## src/rtl/pipelined_tree_multiplier.sv

```systemverilog
// rtl/pipelined_tree_multiplier.sv - 3-stage Baugh-Wooley CSA-tree multiplier with prefix adder
// Optional accumulator folded into the final adder when MULT_ACC_EN is defined.
module pipelined_tree_multiplier #(
    parameter int WIDTH     = 8,
    parameter int RED_SPLIT = 0
) (
    input  logic                 clk,
    input  logic                 rst_n,
    input  logic                 in_valid,
    output logic                 in_ready,
    input  logic [WIDTH-1:0]     in_x,
    input  logic [WIDTH-1:0]     in_y,
    input  logic                 in_signed,
    input  logic                 in_acc,
    output logic                 out_valid,
    input  logic                 out_ready,
    output logic [2*WIDTH-1:0]   out_p,
    output logic                 busy
);
    localparam int P     = 2 * WIDTH;
    localparam int NROWS = WIDTH + 1;

    typedef logic [NROWS-1:0][P-1:0] rows_t;

    function automatic int count_levels(input int n);
        int r;
        int lv;
        r  = n;
        lv = 0;
        while (r > 2) begin
            r  = 2 * (r / 3) + r % 3;
            lv = lv + 1;
        end
        return lv;
    endfunction

    function automatic int rows_after(input int n, input int lv);
        int r;
        r = n;
        for (int l = 0; l < lv; l++) begin
            if (r > 2) r = 2 * (r / 3) + r % 3;
        end
        return r;
    endfunction

    localparam int LV  = count_levels(NROWS);
    localparam int LV1 = (RED_SPLIT == 0) ? LV / 2 : ((RED_SPLIT > LV) ? LV : RED_SPLIT);
    localparam int LV2 = LV - LV1;
    localparam int R1  = rows_after(NROWS, LV1);

    // Each level compresses every group of three rows into a sum row and a
    // shifted carry row; leftover rows pass through untouched.
    function automatic rows_t csa_levels(input rows_t r_in, input int n_in, input int lv);
        rows_t r;
        rows_t nr;
        int    n;
        int    nn;
        r = r_in;
        n = n_in;
        for (int l = 0; l < LV; l++) begin
            if (l < lv && n > 2) begin
                nr = '0;
                nn = 0;
                for (int g = 0; g < NROWS / 3; g++) begin
                    if (3 * g + 2 < n) begin
                        nr[nn]     = r[3*g] ^ r[3*g+1] ^ r[3*g+2];
                        nr[nn + 1] = ((r[3*g] & r[3*g+1]) | (r[3*g] & r[3*g+2]) |
                                      (r[3*g+1] & r[3*g+2])) << 1;
                        nn = nn + 2;
                    end
                end
                for (int i = 0; i < NROWS; i++) begin
                    if (i >= 3 * (n / 3) && i < n) begin
                        nr[nn] = r[i];
                        nn = nn + 1;
                    end
                end
                r = nr;
                n = nn;
            end
        end
        return r;
    endfunction

    // Kogge-Stone style prefix carry network.
    function automatic logic [P-1:0] prefix_add(input logic [P-1:0] a, input logic [P-1:0] b);
        logic [P-1:0] g;
        logic [P-1:0] p;
        logic [P-1:0] hs;
        g  = a & b;
        p  = a ^ b;
        hs = p;
        for (int d = 1; d < P; d = d * 2) begin
            g = g | (p & (g << d));
            p = p & (p << d);
        end
        return hs ^ (g << 1);
    endfunction

    logic         s1_valid_q;
    logic         s2_valid_q;
    logic         s3_valid_q;
    logic [P-1:0] out_p_q;
    rows_t        s1_rows_q;
    logic [P-1:0] s2_a_q;
    logic [P-1:0] s2_b_q;

    logic         s3_adv;
    logic         s2_open;
    logic         s2_load;
    logic         s3_load;
    logic         accept;

    assign s3_adv    = !s3_valid_q || out_ready;
    assign s3_load   = s2_valid_q && s3_adv;
    assign s2_open   = !s2_valid_q || s3_adv;
    assign s2_load   = s1_valid_q && s2_open;
    assign in_ready  = !s1_valid_q || s2_open;
    assign accept    = in_valid && in_ready;

    assign out_valid = s3_valid_q;
    assign out_p     = out_p_q;
    assign busy      = s1_valid_q | s2_valid_q | s3_valid_q;

    // Baugh-Wooley: cross terms touching exactly one operand MSB are inverted,
    // and the correction constants ride in an extra row.
    rows_t pp;
    always_comb begin
        pp = '0;
        for (int i = 0; i < WIDTH; i++) begin
            for (int j = 0; j < WIDTH; j++) begin
                pp[i][i+j] = (in_x[j] & in_y[i]) ^
                             (in_signed & ((i == WIDTH - 1) != (j == WIDTH - 1)));
            end
        end
        if (in_signed) begin
            pp[WIDTH][WIDTH] = 1'b1;
            pp[WIDTH][P-1]   = 1'b1;
        end
    end

    rows_t red1;
    rows_t red2;
    logic  unused_rows;
    assign red1        = csa_levels(pp, NROWS, LV1);
    assign red2        = csa_levels(s1_rows_q, R1, LV2);
    assign unused_rows = ^red2[NROWS-1:2];

    logic [P-1:0] s3_sum;

`ifdef MULT_ACC_EN
    logic         s1_acc_q;
    logic         s2_acc_q;
    logic [P-1:0] acc_q;
    logic [P-1:0] acc_in;
    logic [P-1:0] fa_s;
    logic [P-1:0] fa_c;

    assign acc_in = s2_acc_q ? acc_q : '0;
    assign fa_s   = s2_a_q ^ s2_b_q ^ acc_in;
    assign fa_c   = ((s2_a_q & s2_b_q) | (s2_a_q & acc_in) | (s2_b_q & acc_in)) << 1;
    assign s3_sum = prefix_add(fa_s, fa_c);

    always_ff @(posedge clk) begin
        if (!rst_n) begin
            s1_acc_q <= 1'b0;
            s2_acc_q <= 1'b0;
            acc_q    <= '0;
        end else begin
            if (accept)  s1_acc_q <= in_acc;
            if (s2_load) s2_acc_q <= s1_acc_q;
            if (s3_load) acc_q    <= s3_sum;
        end
    end
`else
    logic unused_acc;
    assign unused_acc = in_acc;
    assign s3_sum     = prefix_add(s2_a_q, s2_b_q);
`endif

    always_ff @(posedge clk) begin
        if (!rst_n) begin
            s1_valid_q <= 1'b0;
            s2_valid_q <= 1'b0;
            s3_valid_q <= 1'b0;
            out_p_q    <= '0;
        end else begin
            if (in_ready) s1_valid_q <= in_valid;
            if (s2_open)  s2_valid_q <= s1_valid_q;
            if (s3_adv)   s3_valid_q <= s2_valid_q;
            if (s3_load)  out_p_q    <= s3_sum;
        end
    end

    // Datapath registers load only with a valid transaction so idle X never enters.
    always_ff @(posedge clk) begin
        if (accept) s1_rows_q <= red1;
        if (s2_load) begin
            s2_a_q <= red2[0];
            s2_b_q <= red2[1];
        end
    end
endmodule

```

## config.mk

```make
export PLATFORM = sky130hd
export DESIGN_NAME = pipelined_tree_multiplier
export DESIGN_NICKNAME = d
export VERILOG_FILES = /design/src/rtl/pipelined_tree_multiplier.sv
export SDC_FILE = /design/constraint.sdc
export NUM_CORES = 1
export LEC_CHECK = 0
export ABC_AREA = 1
export BUFFER_PORTS_ARGS = -buffer_cell sky130_fd_sc_hd__buf_2
export CAP_MARGIN = 0
export CORE_MARGIN = 1.5
export CORE_UTILIZATION = 52
export CTS_CLUSTER_SIZE = 28
export DETAILED_ROUTE_END_ITERATION = 10
export PLACE_DENSITY = 0.71
export SYNTH_ARGS = -nofsm -noshare
export SYNTH_HDL_FRONTEND = slang
export SYNTH_SLANG_ARGS = --single-unit
```

## constraint.sdc

```tcl
create_clock -name clk -period 3 [get_ports clk]
set_input_delay 0.6 -clock clk [delete_from_list [all_inputs] [get_ports clk]]
set_output_delay 0.6 -clock clk [all_outputs]
set_load 0.005 [all_outputs]
```

**Word-level counts from Yosys, hierarchy flattened**

Index checks and enable logic that the tools add are counted.

- Flip-flop bits (word level): 112
- Input bits: 22
- Output and inout bits: 19
- Word-level logic and storage cells: 163

- Reduce and logical (&&, ||, !) cells: 9
- Bitwise logic cells: 143
- Multiplexer cells: 1

Operators by type and width:

| kind | number |
|---|---|
| $and 15x15->15 | 17 |
| $or 15x15->15 | 14 |
| $xor 16x16->16 | 9 |
| $and 1x1->1 | 64 |
| $xor 10x16->16 | 1 |
| $xor 15x16->16 | 1 |
| $and 10x15->15 | 1 |
| $and 14x15->15 | 1 |
| $and 15x13->15 | 1 |
| $and 15x9->15 | 1 |
| $xor 14x15->15 | 1 |
| $and 14x9->14 | 1 |
| $xor 1x1->1 | 14 |
| $and 10x13->13 | 1 |
| $and 11x13->13 | 1 |
| $and 12x13->13 | 1 |
| $or 12x13->13 | 1 |
| $or 13x13->13 | 1 |
| $xor 12x13->13 | 1 |
| $and 11x12->12 | 1 |
| $xor 11x12->12 | 1 |
| $and 8x10->10 | 1 |
| $and 9x10->10 | 1 |
| $or 10x10->10 | 1 |
| other kinds (9) | 16 |

**Longest topological paths before layout**

Gate-level depths: netlist (run 1).

- Depth in word-level cells: 10
- Depth in mapped cells: 11

**Least setup slack after synthesis (run 1)**

No wires, ideal clock.

- Path type: input -> register
- From: in in_x[7]
- To: reg s1_rows_q[7] in the netlist's numbering, data pin
- Path slack: 0.750 ns
- Path buffers: 1
- Stages: 6
- Arrival time: 1.980 ns
- Data required time: 2.731 ns
- Cell sequence: clkbuf_1 > nand2_1 > xor2_1 > fa_1 > inv_1 > fa_1

RTL lines:

| item | line | source |
|---|---|---|
| from (decl) | 11 | `input logic [WIDTH-1:0] in_x,` |
| to (signal assigned) | 197 | `if (accept) s1_rows_q <= red1;` |
| to (decl) | 104 | `rows_t s1_rows_q;` |

==> flow_metrics.tcl, run 1 <==
set metrics [dict create \
    fin_setup_tns_ps 0 \
    drv_slew 0 \
    routed_wl_um 8000 \
    initial_utilization_pct 54.35 \
    synth_area_leaders "edfxtp_1 (40%), fa_1 (15%), nand2_1 (8.2%)" \
    layout.nets 620 \
    clockBufferDepth 2 \
    p_leak_uw 0.002818 \
    seq_area_mm2 0.002422 \
    synth_cell_types 25 \
    first_pass_iters 4 \
    hold_buffers 0 \
    ys_seq_area_share_pct 47.78 \
    rsz0062_at_grt "no" \
    grt_max_degree 42 \
    grt_pass1_vias 3178 \
    synth_seq_cells 87 \
    worst_ir_drop_vdd_mv 0.2789 \
    core_mm2 0.009328 \
    yosysTopAreaCell "edfxtp_1" \
    synth_common_cells "nand2_1 (111), inv_1 (100), edfxtp_1 (68), fa_1 (38), nor2_1 (38)" \
    grt_overflow_total 0 \
    setup_viol 0 \
    ant_nets 0 \
    syn_inst 495 \
    synth-edff-count 68 \
    clockRootBuffer "clkbuf_8" \
    min_path_type "flip-flop to flip-flop" \
    crit_arrival_ps 2140 \
    area_delta_synth_final_pct 9.329 \
    max_freq_ghz 0.4852 \
    wl_per_cell_um 12.10 \
    die_h_um 101.7 \
    grt_pass1_wl_um 13970 \
    cts_resized 0 \
    critical_path_class "primary input to flip-flop" \
    async_reset_ff_share_pct 0 \
    status "finished clean" \
    ioPinCount 41 \
    route.vias.total 3120 \
    synth_top_cell_area_share_pct 40.28 \
    powerDensity_mw_per_mm2 548.7 \
    cp_max_fo 13 \
    fp-row-count 35 \
    start_kind "primary input" \
    drive_above_1_share_pct 12.22 \
    required_ps 3080 \
    fin_hold_ws_ps 427.4 \
    worstSetupEndpointType "flip-flop" \
    gp_congestion 0.8903 \
    n_fill_cell 803 \
    tightest_slew_ps 486.7 \
    drv_cap 0 \
    die_w_um 101.7 \
    multi_input_area_mm2 0.002171 \
    clk_pin_slew_ps 90 \
    cts_max_level 3 \
    synthesis.nets 588 \
    antennaDiodeCount 0 \
    synth.avg_cell_area_um2 10.24 \
    drc 0 \
    cts_buffers 9 \
    vias_per_cell 4.720 \
    yosysWarningCount 0 \
    cts_setup_buffers 0 \
    place.port_buffers 39 \
    netlist_area_mm2 0.005070 \
    skew_ps 8.420 \
    gr-usage-all-layers_pct 17.57 \
    insertion_delay_ps 340 \
    drtIter0Drc 135 \
    period_share_pct 68.71 \
    hold_viol_final 0 \
    antenna_found_initial 0 \
    cts.sinks 87 \
    synth_flop_cell "edfxtp_1" \
    relSlewSlack_pct 67.56 \
    period_minus_slack_ps 2061 \
    cts_tree "built" \
    hpwlAfterDp_um 6283 \
    dieArea_mm2 0.01035 \
    yosysMostFrequentCell "nand2_1" \
]
## power breakdown
group	switching, uW	internal [uW]	total (uW)
combinational	421	292	713
sequential	52.2	1490	1550
clock	398	385	783
## layout by cell type (no fill, tap or decap), types with 9 or more instances in the layout
cell type / n
buf_2: 39
o21ai_0: 11
a21oi_1: 10
fa_1: 38
dfxtp_1: 19
nand3_1: 14
xor2_1: 20
edfxtp_1: 68
inv_1: 100
ha_1: 33
nor2_1: 38
clkbuf_8: 9
nand2_1: 111
## worst max-delay path: stages
cell	delay, ps
buf_2	310
clkinv_1	300
xor2_1	240
xnor2_1	220
fa_1	460
## final timing paths
kind              slack [ps]  cells after the start                       to                    from
setup / recovery         940                      5  s1_rows_q[40]$_DFFE_PP_               in_signed
hold / removal           430                      0      s2_a_q[2]$_DFFE_PP_  s1_rows_q[2]$_DFFE_PP_
setup reg to reg        1260                      9   out_p[11]$_SDFFE_PN0P_     s2_a_q[5]$_DFFE_PP_
hold reg to reg          430                      0      s2_a_q[2]$_DFFE_PP_  s1_rows_q[2]$_DFFE_PP_
## cell families after synthesis
| logic type | share of synthesized area [%] |
|---|---|
| XOR/XNOR | 3.628 |
| adder cells (fa/ha/maj) | 23.15 |
| buffers and inverters | 9.402 |
| flip-flops | 47.78 |
| AO/OA/AOI/OAI | 2.813 |
| AND/OR/NAND/NOR | 13.23 |
## sequential cells by signal, indices dropped and copies added (netlist names)
register / count
out_p: 16
s2_a_q: 16
s1_rows_q: 41
s2_b_q: 11
s2_valid_q: 1
s1_valid_q: 1
out_valid: 1
## metal layers
metal,GRT usage (%),wire (um),up-vias
met1,22.77,3726,1475
met2,29.85,3991,58
met5,0,0,-
met4,7.158,68,0
met3,2.484,213,4
li1,-,-,1583
## through the flow
stage          setup slack, ps  instances  total power (uW)  instance area [um2]  util [%]
3_5_place_dp             579.8        645              2296                 5348     57.33
4_1_cts                  949.4        661              3084                 5543     59.42
6_report                 938.8        661              3041                 5543     59.42
5_1_grt                  843.0        661              3273                 5543     59.42
2_1_floorplan            750.3        495              2096                 5070         -
3_3_place_gp             661.4        645              2255                 5348     57.33
## layout make-up
class,instances,share of cell area (%)
inverter,102,6.907
clock inverter,7,1.287
clock buffer,9,2.235
multi-input combinational,286,39.16
sequential,87,43.70
tap,129,2.912
timing repair buffer,41,3.792
No activity file was read; power rests on OpenSTA's default activity.
==> inputs of run 2 (changes only) <==
--- a/config.mk
+++ b/config.mk
@@ -5,7 +5,7 @@
 export SDC_FILE = /design/constraint.sdc
 export NUM_CORES = 1
 export LEC_CHECK = 0
-export ABC_AREA = 1
+export ABC_AREA = 0
 export BUFFER_PORTS_ARGS = -buffer_cell sky130_fd_sc_hd__buf_2
 export CAP_MARGIN = 0
 export CORE_MARGIN = 1.5
==> constraint.sdc (replaced) <==
create_clock -name clk -period 2.1 [get_ports clk]
set_input_delay 0.42 -clock clk [delete_from_list [all_inputs] [get_ports clk]]
set_output_delay 0.42 -clock clk [all_outputs]
set_load 0.005 [all_outputs]
==> run 2 against run 1 <==
  * The run now ends with design-rule violations left
  * Routed wire length is 3.3% lower
  * Critical path depth is 3 higher
  * Non-clock buffer count is 10 higher
  * Cell area is 2.2% lower
  * Register-to-register slack worse by 1200 ps
  * Worst setup slack worse by 880 ps
  * Sequential share of layout area is 0.97 points higher
  * Highest routed layer unchanged
==> flow_metrics.tcl, run 2 <==
set metrics [dict create \
    status "finished with violations" \
    violations "design-rule violations" \
    min_path_type "primary input to flip-flop" \
    worst_ir_drop_vdd_mv 0.3903 \
    critPathMaxStageDelay_ps 400 \
    synthesis.nets 465 \
    final.setup.worst_slack_ps 59.48 \
    hold_buffers 0 \
    netlist_area_mm2 0.004788 \
    synth_flop_cell "edfxtp_1" \
    start_kind "flip-flop" \
    cts_buffers 9 \
    max_freq_ghz 0.4901 \
    synth_top_cell_area_share_pct 42.64 \
    critPathSlowestCell "a2111oi_1" \
    core_mm2 0.008806 \
    cp_max_fo 4 \
    clockRootBuffer "clkbuf_8" \
    power_uw 4529 \
    yosysWarningCount 0 \
    drc 4 \
    grt_overflow_total 0 \
    regMostFlops "s1_rows_q" \
    synth-edff-count 68 \
    cts_tree "built" \
    drv_cap 0 \
    die_h_um 98.96 \
    async_reset_ff_share_pct 0 \
    intPower_uw 3249 \
    relSlewSlack_pct 62.42 \
    hpwlAfterDp_um 5976 \
    layout_common_cells "edfxtp_1 (68), and2_1 (45), buf_2 (39), nand2_1 (38), fa_1 (37)" \
    drive_above_1_share_pct 17.21 \
    stdcell_count 538 \
    wl_per_cell_um 14.38 \
    layout.nets 518 \
    seq_power_share_pct 49.8 \
    drtIter0Drc 78 \
    route.vias.total 2799 \
    synth_common_cells "edfxtp_1 (68), and2_1 (45), fa_1 (38), nand2_1 (38), ha_1 (33)" \
    grt_pass1_wl_um 13110 \
    period_minus_slack_ps 2041 \
    cts_max_level 3 \
    place.port_buffers 39 \
    pre_cts_slack_ps 29.24 \
    crit_chain "ha_1 > inv_1 > fa_2 > nor2b_2 > o31a_1 > o211ai_1 > a2111oi_1 > nand3b_1" \
    required_ps 2400 \
    gr-usage-all-layers_pct 17.19 \
    yosysMostFrequentCell "edfxtp_1" \
    skew_ps 6.440 \
    first_pass_iters 7 \
    pwr-share-clk_pct 26.4 \
    reg2reg_slack_ps 60 \
    synth_area_leaders "edfxtp_1 (43%), fa_1 (16%), ha_1 (8.6%)" \
    cts.sinks 87 \
    hold_viol_final 0 \
    fp-row-count 34 \
    synth_seq_cells 87 \
    grt_pass1_vias 2748 \
    synth_cell_types 37 \
    worstSetupEndpointType "flip-flop" \
    setup_viol 0 \
    antenna_found_initial 0 \
    clockBufferDepth 2 \
    antennaDiodeCount 0 \
    die_w_um 98.96 \
    routed_wl_um 7738 \
    dieArea_mm2 0.009793 \
    yosysTopAreaCell "edfxtp_1" \
    p_leak_uw 0.002222 \
    ys_seq_area_share_pct 50.59 \
    insertion_delay_ps 350 \
    clk_pin_slew_ps 90 \
    period_share_pct 97.17 \
    rsz0062_at_grt "yes" \
    ioPinCount 41 \
    dp.cells 520 \
    critical_path_class "flip-flop to flip-flop" \
    netSwitchingPower_uw 1280 \
    tightest_slew_ps 562.6 \
    grt_max_degree 42 \
    syn_inst 372 \
    swShare_pct 28.26 \
    combPwrFrac_pct 23.8 \
    drv_slew 0 \
    synth.avg_cell_area_um2 12.87 \
    largest_reg_flops 41 \
    crit_arrival_ps 2340 \
    utilization_pct 61.58 \
    gp_congestion 0.8937 \
    vias_per_cell 5.203 \
    ant_nets 0 \
    powerDensity_mw_per_mm2 835.2 \
    area_delta_synth_final_pct 13.25 \
    mostFrequentLayoutCell "edfxtp_1" \
    fin_setup_tns_ps 0 \
    initial_utilization_pct 54.38 \
]
[run 2: through the flow]
step,cell area [um2],hold WS (ps)
after floorplan,4807,400.3
after CTS,5401,340.4
after global placement,5187,406.8
final,5423,350.5
after global routing,5423,365.8
after detailed placement,5187,404.5
[run 2: kinds of logic after synthesis]
group	Yosys count	share of synthesized area, %
adders and majority gates	71	24.51
muxes	1	0.2090
buffers and inverters	28	2.273
xor gates and xnor gates	17	3.109
and+or+nand+nor	123	13.27
AOI/OAI and AO/OA	45	6.036
DFF	87	50.59
[run 2: worst paths after layout]
check / from / to / cells past startpoint
worst max register to register: s2_a_q[5]$_DFFE_PP_ / out_p[13]$_SDFFE_PN0P_ / 8
worst max-delay path: s2_a_q[5]$_DFFE_PP_ / out_p[13]$_SDFFE_PN0P_ / 8
worst min register to register: s1_rows_q[2]$_DFFE_PP_ / s2_a_q[2]$_DFFE_PP_ / 0
worst min-delay path: in_valid / s1_valid_q$_SDFFE_PN0N_ / 3
[run 2: power by group through the flow]
stage / clock, uW / combinational, uW / sequential (uW)
after global placement: 0 / 1010 / 2290
final: 1200 / 1080 / 2260
after global routing: 1310 / 1240 / 2280
after detailed placement: 0 / 1060 / 2300
after CTS: 1220 / 1060 / 2260
after floorplan: 0 / 738 / 2280
[run 2: metal layers]
layer	vias to the layer above	global-route usage (%)	share of wire, %
met4	0	7.582	1.4
met1	1346	24.53	50
met3	9	2.624	3.6
met2	58	26.37	45
li1	1386	-	-
met5	-	0	0
[run 2: critical path: cells and delay by family (launching register included)]
family                   cells  cell delay (ps)
AO/OA/AOI/OAI                3              780
adder cells (fa/ha/maj)      2              500
buffers and inverters        1               60
flip-flops                   1              340
AND/OR/NAND/NOR              2              300
[run 2: timing repair]
item                                    4_1_cts  5_1_grt
resized for setup                             0        3
endpoints found under the setup margin        0        1
buffers inserted                              0        2
hold endpoints to repair                      0        0
[run 2: layout make-up]
cell class / count / area [um2]
clock buffer: 11 / 173.9
sequential: 87 / 2422
fill: 695 / 3383
inverter: 19 / 71.32
tap: 108 / 135.1
timing repair buffer: 51 / 297.8
multi-input combinational: 257 / 2282
clock inverter: 5 / 40.04
==> inputs of run 3 (changes only) <==
--- a/config.mk
+++ b/config.mk
@@ -12,6 +12,7 @@
 export CORE_UTILIZATION = 52
 export CTS_CLUSTER_SIZE = 28
 export DETAILED_ROUTE_END_ITERATION = 10
+export MAX_ROUTING_LAYER = met4
 export PLACE_DENSITY = 0.71
 export SYNTH_ARGS = -nofsm -noshare
 export SYNTH_HDL_FRONTEND = slang
==> constraint.sdc (replaced) <==
create_clock -name clk -period 2.1 [get_ports clk]
set_input_delay 0.105 -clock clk [delete_from_list [all_inputs] [get_ports clk]]
set_output_delay 0.105 -clock clk [all_outputs]
set_load 0.005 [all_outputs]
==> run 3 against run 2 <==
  * The run still ends with design-rule violations left
  * Combinational power hardly changed
  * Hold slack worse by 300 ps
  * Routed wire length is 1.1% higher
==> flow_metrics.tcl, run 3 (synthesis gave the netlist of run 2 again) <==
set metrics [dict create \
    violations "design-rule violations" \
    setup_viol 0 \
    crit_start "s2_b_q[5]$_DFFE_PP_" \
    routed_wl_um 7821 \
    grt_pass1_wl_um 13460 \
    die_w_um 98.96 \
    start_kind "flip-flop" \
    regMostFlops "s1_rows_q" \
    first_pass_iters 10 \
    period_share_pct 95.70 \
    cts_max_level 3 \
    required_ps 2380 \
    core_mm2 0.008806 \
    place_area_mm2 0.005172 \
    dieArea_mm2 0.009793 \
    layout_common_cells "edfxtp_1 (68), and2_1 (45), buf_2 (39), nand2_1 (38), fa_1 (37)" \
    place.port_buffers 39 \
    fp-row-count 34 \
    hold_viol_final 0 \
    clockBufferDepth 2 \
    grt_pass1_vias 2811 \
    cts.sinks 87 \
    relSlewSlack_pct 67.29 \
    min_path_type "primary input to flip-flop" \
    mostFrequentLayoutCell "edfxtp_1" \
    drtIter0Drc 92 \
    cts_buffers 9 \
    gr-usage-all-layers_pct 17.99 \
    period_minus_slack_ps 2010 \
    worstSetupEndpointType "flip-flop" \
    cp_max_fo 4 \
    ant_nets 0 \
    power_uw 4518 \
    worst_ir_drop_vdd_mv 0.4394 \
    area_delta_synth_final_pct 12.59 \
    powerDensity_mw_per_mm2 838.1 \
    drv_cap 0 \
    max_freq_ghz 0.4976 \
    antennaDiodeCount 0 \
    drv_slew 0 \
    ioPinCount 41 \
    drc 4 \
    cts_tree "built" \
    fin_setup_tns_ps 0 \
    largest_reg_flops 41 \
    layout.nets 515 \
    status "finished with violations" \
    drive_above_1_share_pct 16.39 \
    initial_utilization_pct 54.38 \
    vias_per_cell 5.202 \
    clockRootBuffer "clkbuf_8" \
    antenna_found_initial 0 \
    insertion_delay_ps 340 \
    gp_congestion 0.8750 \
    die_h_um 98.96 \
    wl_per_cell_um 14.62 \
    hpwlAfterDp_um 5952 \
    fin_area_mm2 0.005391 \
    route.vias.total 2783 \
    n_fill_cell 673 \
    holdCritStartpoint "in_valid" \
    p_leak_uw 0.002205 \
    grt_max_degree 42 \
    grt_overflow_total 0 \
    tightest_slew_ps 490.6 \
    skew_ps 10.03 \
    clk_pin_slew_ps 90 \
    timing.rr.start "s2_b_q[5]$_DFFE_PP_" \
    crit_arrival_ps 2290 \
    critical_path_class "flip-flop to flip-flop" \
]
run 3: worst paths after layout:
| kind | end | slack, ps | depth (start not counted) |
|---|---|---|---|
| setup reg to reg | out_p[13]$_SDFFE_PN0P_ | 90 | 8 |
| hold / removal | s1_valid_q$_SDFFE_PN0N_ | 50 | 3 |
| setup / recovery | out_p[13]$_SDFFE_PN0P_ | 90 | 8 |
| hold reg to reg | s2_a_q[0]$_DFFE_PP_ | 440 | 0 |
run 3: report_power, final:
| part | leakage (uW) | internal [uW] | switching (uW) | total (uW) |
|---|---|---|---|---|
| Clock | 0.000105 | 596 | 588 | 1180 |
| Sequential | 0.000804 | 2170 | 91.0 | 2260 |
| Combinational | 0.00130 | 487 | 584 | 1070 |
| Total | 0.00220 | 3260 | 1260 | 4520 |
run 3: cell type report:
class | instances | area (um2) | share of cell area (%)
Tap cell | 108 | 135.1 | 2.506
Inverter | 19 | 71.32 | 1.323
Clock inverter | 5 | 65.06 | 1.207
Clock buffer | 11 | 141.4 | 2.622
Timing Repair Buffer | 48 | 275.3 | 5.106
Multi-Input combinational cell | 257 | 2281 | 42.31
Sequential cell | 87 | 2422 | 44.93
run 3: stage by stage:
| stage | hold slack (ps) | worst slack [ps] | utilization [%] | cells |
|---|---|---|---|---|
| global route | 55.15 | -0.3140 | 61.22 | 535 |
| floorplan | 203.9 | 292.4 | - | 372 |
| CTS | 32.93 | 67.25 | 61.08 | 534 |
| finish | 46.58 | 90.31 | 61.22 | 535 |
| global placement | 384.7 | 168.9 | 58.74 | 518 |
| detailed placement | 398.2 | 117.3 | 58.74 | 518 |
run 3: per-layer routing:
layer | vias to the layer above | global-route usage, % | share of wire [%]
met5 | - | - | 0
met4 | 0 | 5.275 | 0.79
met3 | 4 | 3.050 | 3.9
met2 | 65 | 28.01 | 47
met1 | 1330 | 24.60 | 49
li1 | 1384 | - | -
run 3: repair_timing:
item | CTS | global route
setup buffers | 0 | 1
hold buffers | 0 | 0
hold endpoints to repair | 0 | 0
gates resized for setup | 0 | 2
setup endpoints to repair | 0 | 1
run 3: worst max-delay path: stages, from the launching register on:
cell and delay (ps):
edfxtp_1 340, ha_1 160, inv_1 60, fa_2 350
nor2b_2 150, o31a_1 220, o211ai_1 120, a2111oi_0 390
nand3b_1 150
